[src/rtl/npc_alu_pkg.sv]
// Shared types and constants for the nibble-serial ALU.
// FN_ADD and FN_SUB are the function-select codes for add and subtract.
package npc_alu_pkg;

  typedef enum logic [1:0] {
    IDLE = 2'd0,
    RUN  = 2'd1,
    DONE = 2'd2
  } state_t;

  localparam logic [3:0] FN_ADD = 4'b0110;
  localparam logic [3:0] FN_SUB = 4'b1001;

endpackage

[src/rtl/npc_alu_slice.sv]
// Combinational 4-bit ALU slice with a generate/propagate style carry chain.
// The top reuses this one slice on every cycle of an operation.
module npc_alu_slice (
  input  logic [3:0] a,
  input  logic [3:0] b,
  input  logic [3:0] s,
  input  logic       m,
  input  logic       cin,
  output logic [3:0] f,
  output logic       cout,
  output logic       c3
);

  logic [3:0] v;
  logic [3:0] u;
  logic [4:0] c;

  // When m=0 every carry is forced low, so the slice works bitwise in logic mode.
  always_comb begin
    v    = '0;
    u    = '0;
    f    = '0;
    c    = '0;
    c[0] = cin & m;
    for (int i = 0; i < 4; i++) begin
      v[i]     = (a[i] & ~b[i] & s[0]) | (a[i] & b[i] & s[1]);
      u[i]     = a[i] | (b[i] & s[2]) | (~b[i] & s[3]);
      f[i]     = u[i] ^ v[i] ^ c[i];
      c[i + 1] = (v[i] | (u[i] & c[i])) & m;
    end
    cout = c[4];
    c3   = c[3];
  end

endmodule

[src/rtl/npc_serial_alu.sv]
// Nibble-serial ALU that processes one 4-bit slice per cycle, least significant slice first.
// It then spends one extra cycle publishing the result and flags together.
module npc_serial_alu
  import npc_alu_pkg::*;
#(
  parameter int WIDTH = 16
) (
  input  logic             clk,
  input  logic             rst,
  input  logic             start,
  input  logic             m,
  input  logic [3:0]       s,
  input  logic [WIDTH-1:0] a,
  input  logic [WIDTH-1:0] b,
  input  logic             ci,
  output logic             ready,
  output logic             done,
  output logic [WIDTH-1:0] result,
  output logic             zf,
  output logic             co,
  output logic             ovf
);

  localparam int SLICES = WIDTH / 4;
  localparam int CNT_W  = $clog2(SLICES + 1);
  localparam logic [CNT_W-1:0] LAST = CNT_W'(SLICES);

  state_t           state;
  state_t           next_state;
  logic [WIDTH-1:0] a_q;
  logic [WIDTH-1:0] b_q;
  logic [WIDTH-1:0] acc;
  logic [3:0]       s_q;
  logic             m_q;
  logic             carry_q;
  logic             c3_q;
  logic [CNT_W-1:0] cnt;
  logic             accept;
  logic             last;
  logic [3:0]       f_sl;
  logic             cout_sl;
  logic             c3_sl;

  assign ready  = (state != RUN);
  assign done   = (state == DONE);
  assign accept = start & ready;
  assign last   = (cnt == LAST);

  npc_alu_slice u_slice (
    .a    (a_q[3:0]),
    .b    (b_q[3:0]),
    .s    (s_q),
    .m    (m_q),
    .cin  (carry_q),
    .f    (f_sl),
    .cout (cout_sl),
    .c3   (c3_sl)
  );

  always_comb begin
    next_state = state;
    case (state)
      IDLE:    if (accept) next_state = RUN;
      RUN:     if (last) next_state = DONE;
      DONE:    next_state = accept ? RUN : IDLE;
      default: next_state = IDLE;
    endcase
  end

  // Operands shift down a nibble per slice; results enter acc from the top.
  always_ff @(posedge clk) begin
    if (rst) begin
      state   <= IDLE;
      a_q     <= '0;
      b_q     <= '0;
      acc     <= '0;
      s_q     <= '0;
      m_q     <= 1'b0;
      carry_q <= 1'b0;
      c3_q    <= 1'b0;
      cnt     <= '0;
      result  <= '0;
      zf      <= 1'b0;
      co      <= 1'b0;
      ovf     <= 1'b0;
    end else begin
      state <= next_state;
      if (accept) begin
        a_q     <= a;
        b_q     <= b;
        s_q     <= s;
        m_q     <= m;
        carry_q <= ci & m;
        c3_q    <= 1'b0;
        cnt     <= '0;
        acc     <= '0;
      end else if (state == RUN) begin
        if (!last) begin
          acc     <= (acc >> 4) | (WIDTH'(f_sl) << (WIDTH - 4));
          a_q     <= a_q >> 4;
          b_q     <= b_q >> 4;
          carry_q <= cout_sl;
          c3_q    <= c3_sl;
          cnt     <= cnt + 1'b1;
        end else begin
          result <= acc;
          zf     <= (acc == '0);
          co     <= carry_q;
          ovf    <= c3_q ^ carry_q;
        end
      end
    end
  end

endmodule

[config.mk]
export PLATFORM = sky130hd
export DESIGN_NAME = npc_serial_alu
export DESIGN_NICKNAME = d
export VERILOG_FILES = /design/src/rtl/npc_alu_pkg.sv /design/src/rtl/npc_alu_slice.sv /design/src/rtl/npc_serial_alu.sv
export SDC_FILE = /design/constraint.sdc
export NUM_CORES = 1
export LEC_CHECK = 0
export BUFFER_PORTS_ARGS = -buffer_cell sky130_fd_sc_hd__buf_4
export CAP_MARGIN = 20
export CORE_UTILIZATION = 50
export CTS_CLUSTER_DIAMETER = 80
export DETAILED_ROUTE_END_ITERATION = 8
export PLACE_DENSITY = 0.76
export SLEW_MARGIN = 25
export SYNTH_ARGS = -nofsm -noshare
export SYNTH_HDL_FRONTEND = slang
export SYNTH_SLANG_ARGS = --single-unit
[constraint.sdc]
create_clock -name clk -period 1.6 [get_ports clk]
set_input_delay 0.24 -clock clk [delete_from_list [all_inputs] [get_ports clk]]
set_output_delay 0.24 -clock clk [all_outputs]
set_load 0.01 [all_outputs]
==> out/results.tsv <==
stage	metric	value	unit
min_path	Hold Path Cell Cnt	2	
route	number of antenna-violating nets in the routed design	0	
floorplanning	die height	84.3	µm
floorplanning	DIE WIDTH	84.3	µm
timing	max_slew headroom	77.7	%
run_status	failing checks	DRC	
setup_path	crit end category	flip-flop	
power	PwrDens	967	nW/µm²
clock_network	Worst-Skew Late Latency	0.34	ns
clock_network	H-tree depth	3	
clock_network	Hold-fix buffers, CTS	0	
floorplanning	core area	6460	µm²
synth	syn_nets	475	
global_routing	GR Overflow Total	0	
cells_and_area	register area	1590	µm²
placed_design	worst slack, placed	0.0140	ns
synth	warnings from Yosys	0	
timing	Slew @ Worst Pin	0.331	ns
power	Max rail drop VDD	0.500	mV
route	drt pass-1 iters	7	
cells_and_area	Ant. Diodes	0	
route	Vias/cell	5.50	
route	total wire length	8030	µm
timing	Fin Clk Skew	0.00862	ns
clock_network	Longest Clk Path Bufs	2	
setup_path	CP Launch Type	flip-flop	
synth	flops & latches, synth	79	
placed_design	Final Wtd Congestion	0.852	
route	number of remaining DRC errors	6	
route	wire per inst	13.8	µm
timing	final period utilization	96.7	%
route	via count	3196	
timing	final hold vios	0	
setup_path	Cell Chain, Critical Path	nor2b_1, o21ai_0, a211oi_2, or3_1, nand3_1	
timing	setup TNS	0	ns
setup_path	Critical Path Slowest Stage Cell	dfxtp_1	
clock_network	CTS tree	yes	
clock_network	TritonCTS Sinks	79	
floorplanning	DIE AREA	7110	µm²
run_status	status	finished, violations left	
cells_and_area	fillers	590	
global_routing	initial antenna violation count	0	
placed_design	PortBufs	61	
placed_design	Placed Area	4000	µm²
floorplanning	# IOs	62	
timing	Max Slew Vio Count	0	
job	Max-Cap Viols	0	
global_routing	All-Layer GR Usage	23.5	%
global_routing	largest net degree at the start of global routing	36	
setup_path	arrival time worst endpoint	1.83	ns
global_routing	first-pass GRT wire length	13500	µm
power	Static Leak	1.64	nW
synth	Synth Cell Area	3390	µm²
cells_and_area	area of the multi-input gates	1650	µm²
timing	Final setup viols	0	
cells_and_area	Finished Core Util	66.6	%
min_path	Worst Hold Class	input port to flip-flop	
timing	fin crit period	1.55	ns
setup_path	crit-path max cell delay	0.51	ns
placed_design	post-DP HPWL	5570	µm
route	DR iter-0 viols	152	
synth	Unique masters post-synth	38	
global_routing	vias in the first global route	2999	
synth	Synth Instances	432	
cells_and_area	commonest non-fill, non-tap cells in the layout	nand2_1 (130), buf_4 (81), dfxtp_1 (76)	
clock_network	cts bufs inserted	9	
cells_and_area	final-stage net count	542	
floorplanning	Std-Cell Rows	29	
clock_network	clk slew on worst S/H paths	0.08	ns
setup_path	WP data required	1.89	ns
floorplanning	starting density of the core	52.4	%
cells_and_area	commonest non-fill, non-tap cell in the layout	nand2_1	
cells_and_area	share of layout cells above drive strength 1	23.6	%
cells_and_area	Design Area, Final	4300	µm²
setup_path	reg2reg path depth	5	
setup_path	WS Path Type	flip-flop to flip-flop	
cells_and_area	Layout area overhead	27.0	%
setup_path	crit path max fanout	8	
timing	setup ws final	0.0534	ns
synth	syn avg cell area	7.84	µm²
synth	post-synthesis sequential area ratio	46.7	%
clock_network	CTS root buffer	clkbuf_8	
timing	fmax	0.647	GHz
## final cells by class
type / instances / area share, %
multi-input cells: 311 / 38.4
clock buffers: 12 / 3.38
well taps: 77 / 2.24
inverters: 11 / 0.960
flip-flops and latches: 79 / 36.9
repair buffers: 87 / 17.0
clock inverters: 4 / 1.05
## worst max-delay path, delay by kind of cell, from the launching register on
family,cells,cell delay (ns)
flip-flops,1,0.51
AO/OA/AOI/OAI,2,0.46
AND/OR/NAND/NOR,3,0.52
## synth_stat cells
master | instances | area [µm²]
nand2_1 | 132 | 495
dfxtp_1 | 79 | 1580
a21oi_1 | 48 | 240
nor2_1 | 40 | 150
a311oi_1 | 22 | 193
clkbuf_1 | 13 | 48.8
a22oi_1 | 11 | 82.6
buf_2 | 10 | 50.1
inv_1 | 10 | 37.5
nand3_1 | 8 | 40.0
o21ai_0 | 6 | 30.0
a211oi_1 | 4 | 30.0
buf_4 | 4 | 30.0
nor4_1 | 4 | 25.0
buf_1 | 3 | 11.3
mux4_2 | 3 | 67.6
nor2b_1 | 3 | 18.8
nor3_1 | 3 | 15.0
xnor2_1 | 3 | 26.3
ha_1 | 2 | 25.0
mux2i_1 | 2 | 20.0
nand2b_1 | 2 | 12.5
o211a_1 | 2 | 20.0
o22ai_1 | 2 | 12.5
or3_1 | 2 | 12.5
xor2_1 | 2 | 17.5
a21o_1 | 1 | 7.51
a21oi_2 | 1 | 8.76
a22o_1 | 1 | 8.76
a311o_1 | 1 | 10.0
a31oi_1 | 1 | 6.26
and2_1 | 1 | 6.26
clkbuf_2 | 1 | 5.00
inv_2 | 1 | 3.75
nand4_1 | 1 | 6.26
nor2_2 | 1 | 6.26
nor2b_4 | 1 | 13.8
o221a_2 | 1 | 11.3
## power breakdown
part	internal, W	switching, W	total (W)
clock	0.000757	0.000681	0.00144
combinational	0.000289	0.000298	0.000588
sequential	0.00205	0.0000821	0.00213
total	0.00310	0.00106	0.00416
## worst paths after layout
path / startpoint / to / slack (ns)
setup / recovery: b_q[2] / acc[15] / 0.05
setup reg to reg: b_q[2] / acc[15] / 0.05
hold reg to reg: result[2] / result[2] / 0.46
hold / removal: rst / a_q[0] / 0.13
## stage by stage
stage          hold slack, ns  total power, W  cells
6_report                0.128         0.00416    581
4_1_cts                 0.121         0.00413    575
3_3_place_gp            0.442         0.00270    559
5_1_grt                 0.136         0.00434    581
3_5_place_dp            0.448         0.00272    559
2_1_floorplan           0.376         0.00250    432
## flip-flops by register name (all words and copies together) (netlist names)
register,flops
a_q,16
acc,16
b_q,16
result,16
s_q,4
cnt,3
state,2
c3_q,1
carry_q,1
co,1
m_q,1
ovf,1
zf,1
## what timing repair did
action / in CTS / in global routing
endpoints found under the setup margin: 2 / 34
gates resized for setup: 2 / 12
buffers inserted: 0 / 5
pin swaps: 0 / 1
gates cloned: 0 / 1
## kinds of logic (layout without fill, tap and decap cells)
kind of cell / after synthesis / count (layout) / synth area share (%)
AOI/OAI and AO/OA: 101 / 101 / 19.5
xor gates and xnor gates: 5 / 5 / 1.29
adders and majority gates: 2 / 2 / 0.739
buffers and inverters: 42 / 114 / 5.50
DFF: 79 / 79 / 46.7
muxes: 5 / 5 / 2.59
and+or+nand+nor: 198 / 198 / 23.7
## layer usage
metal,vias up,global-route usage (%),wire length (µm)
li1,1602,-,-
met1,1477,28.9,3460
met2,96,40.1,3970
met3,21,5.01,408
met4,0,9.87,195
met5,-,0,0
Note: power is estimated with default switching activity, not from simulation.
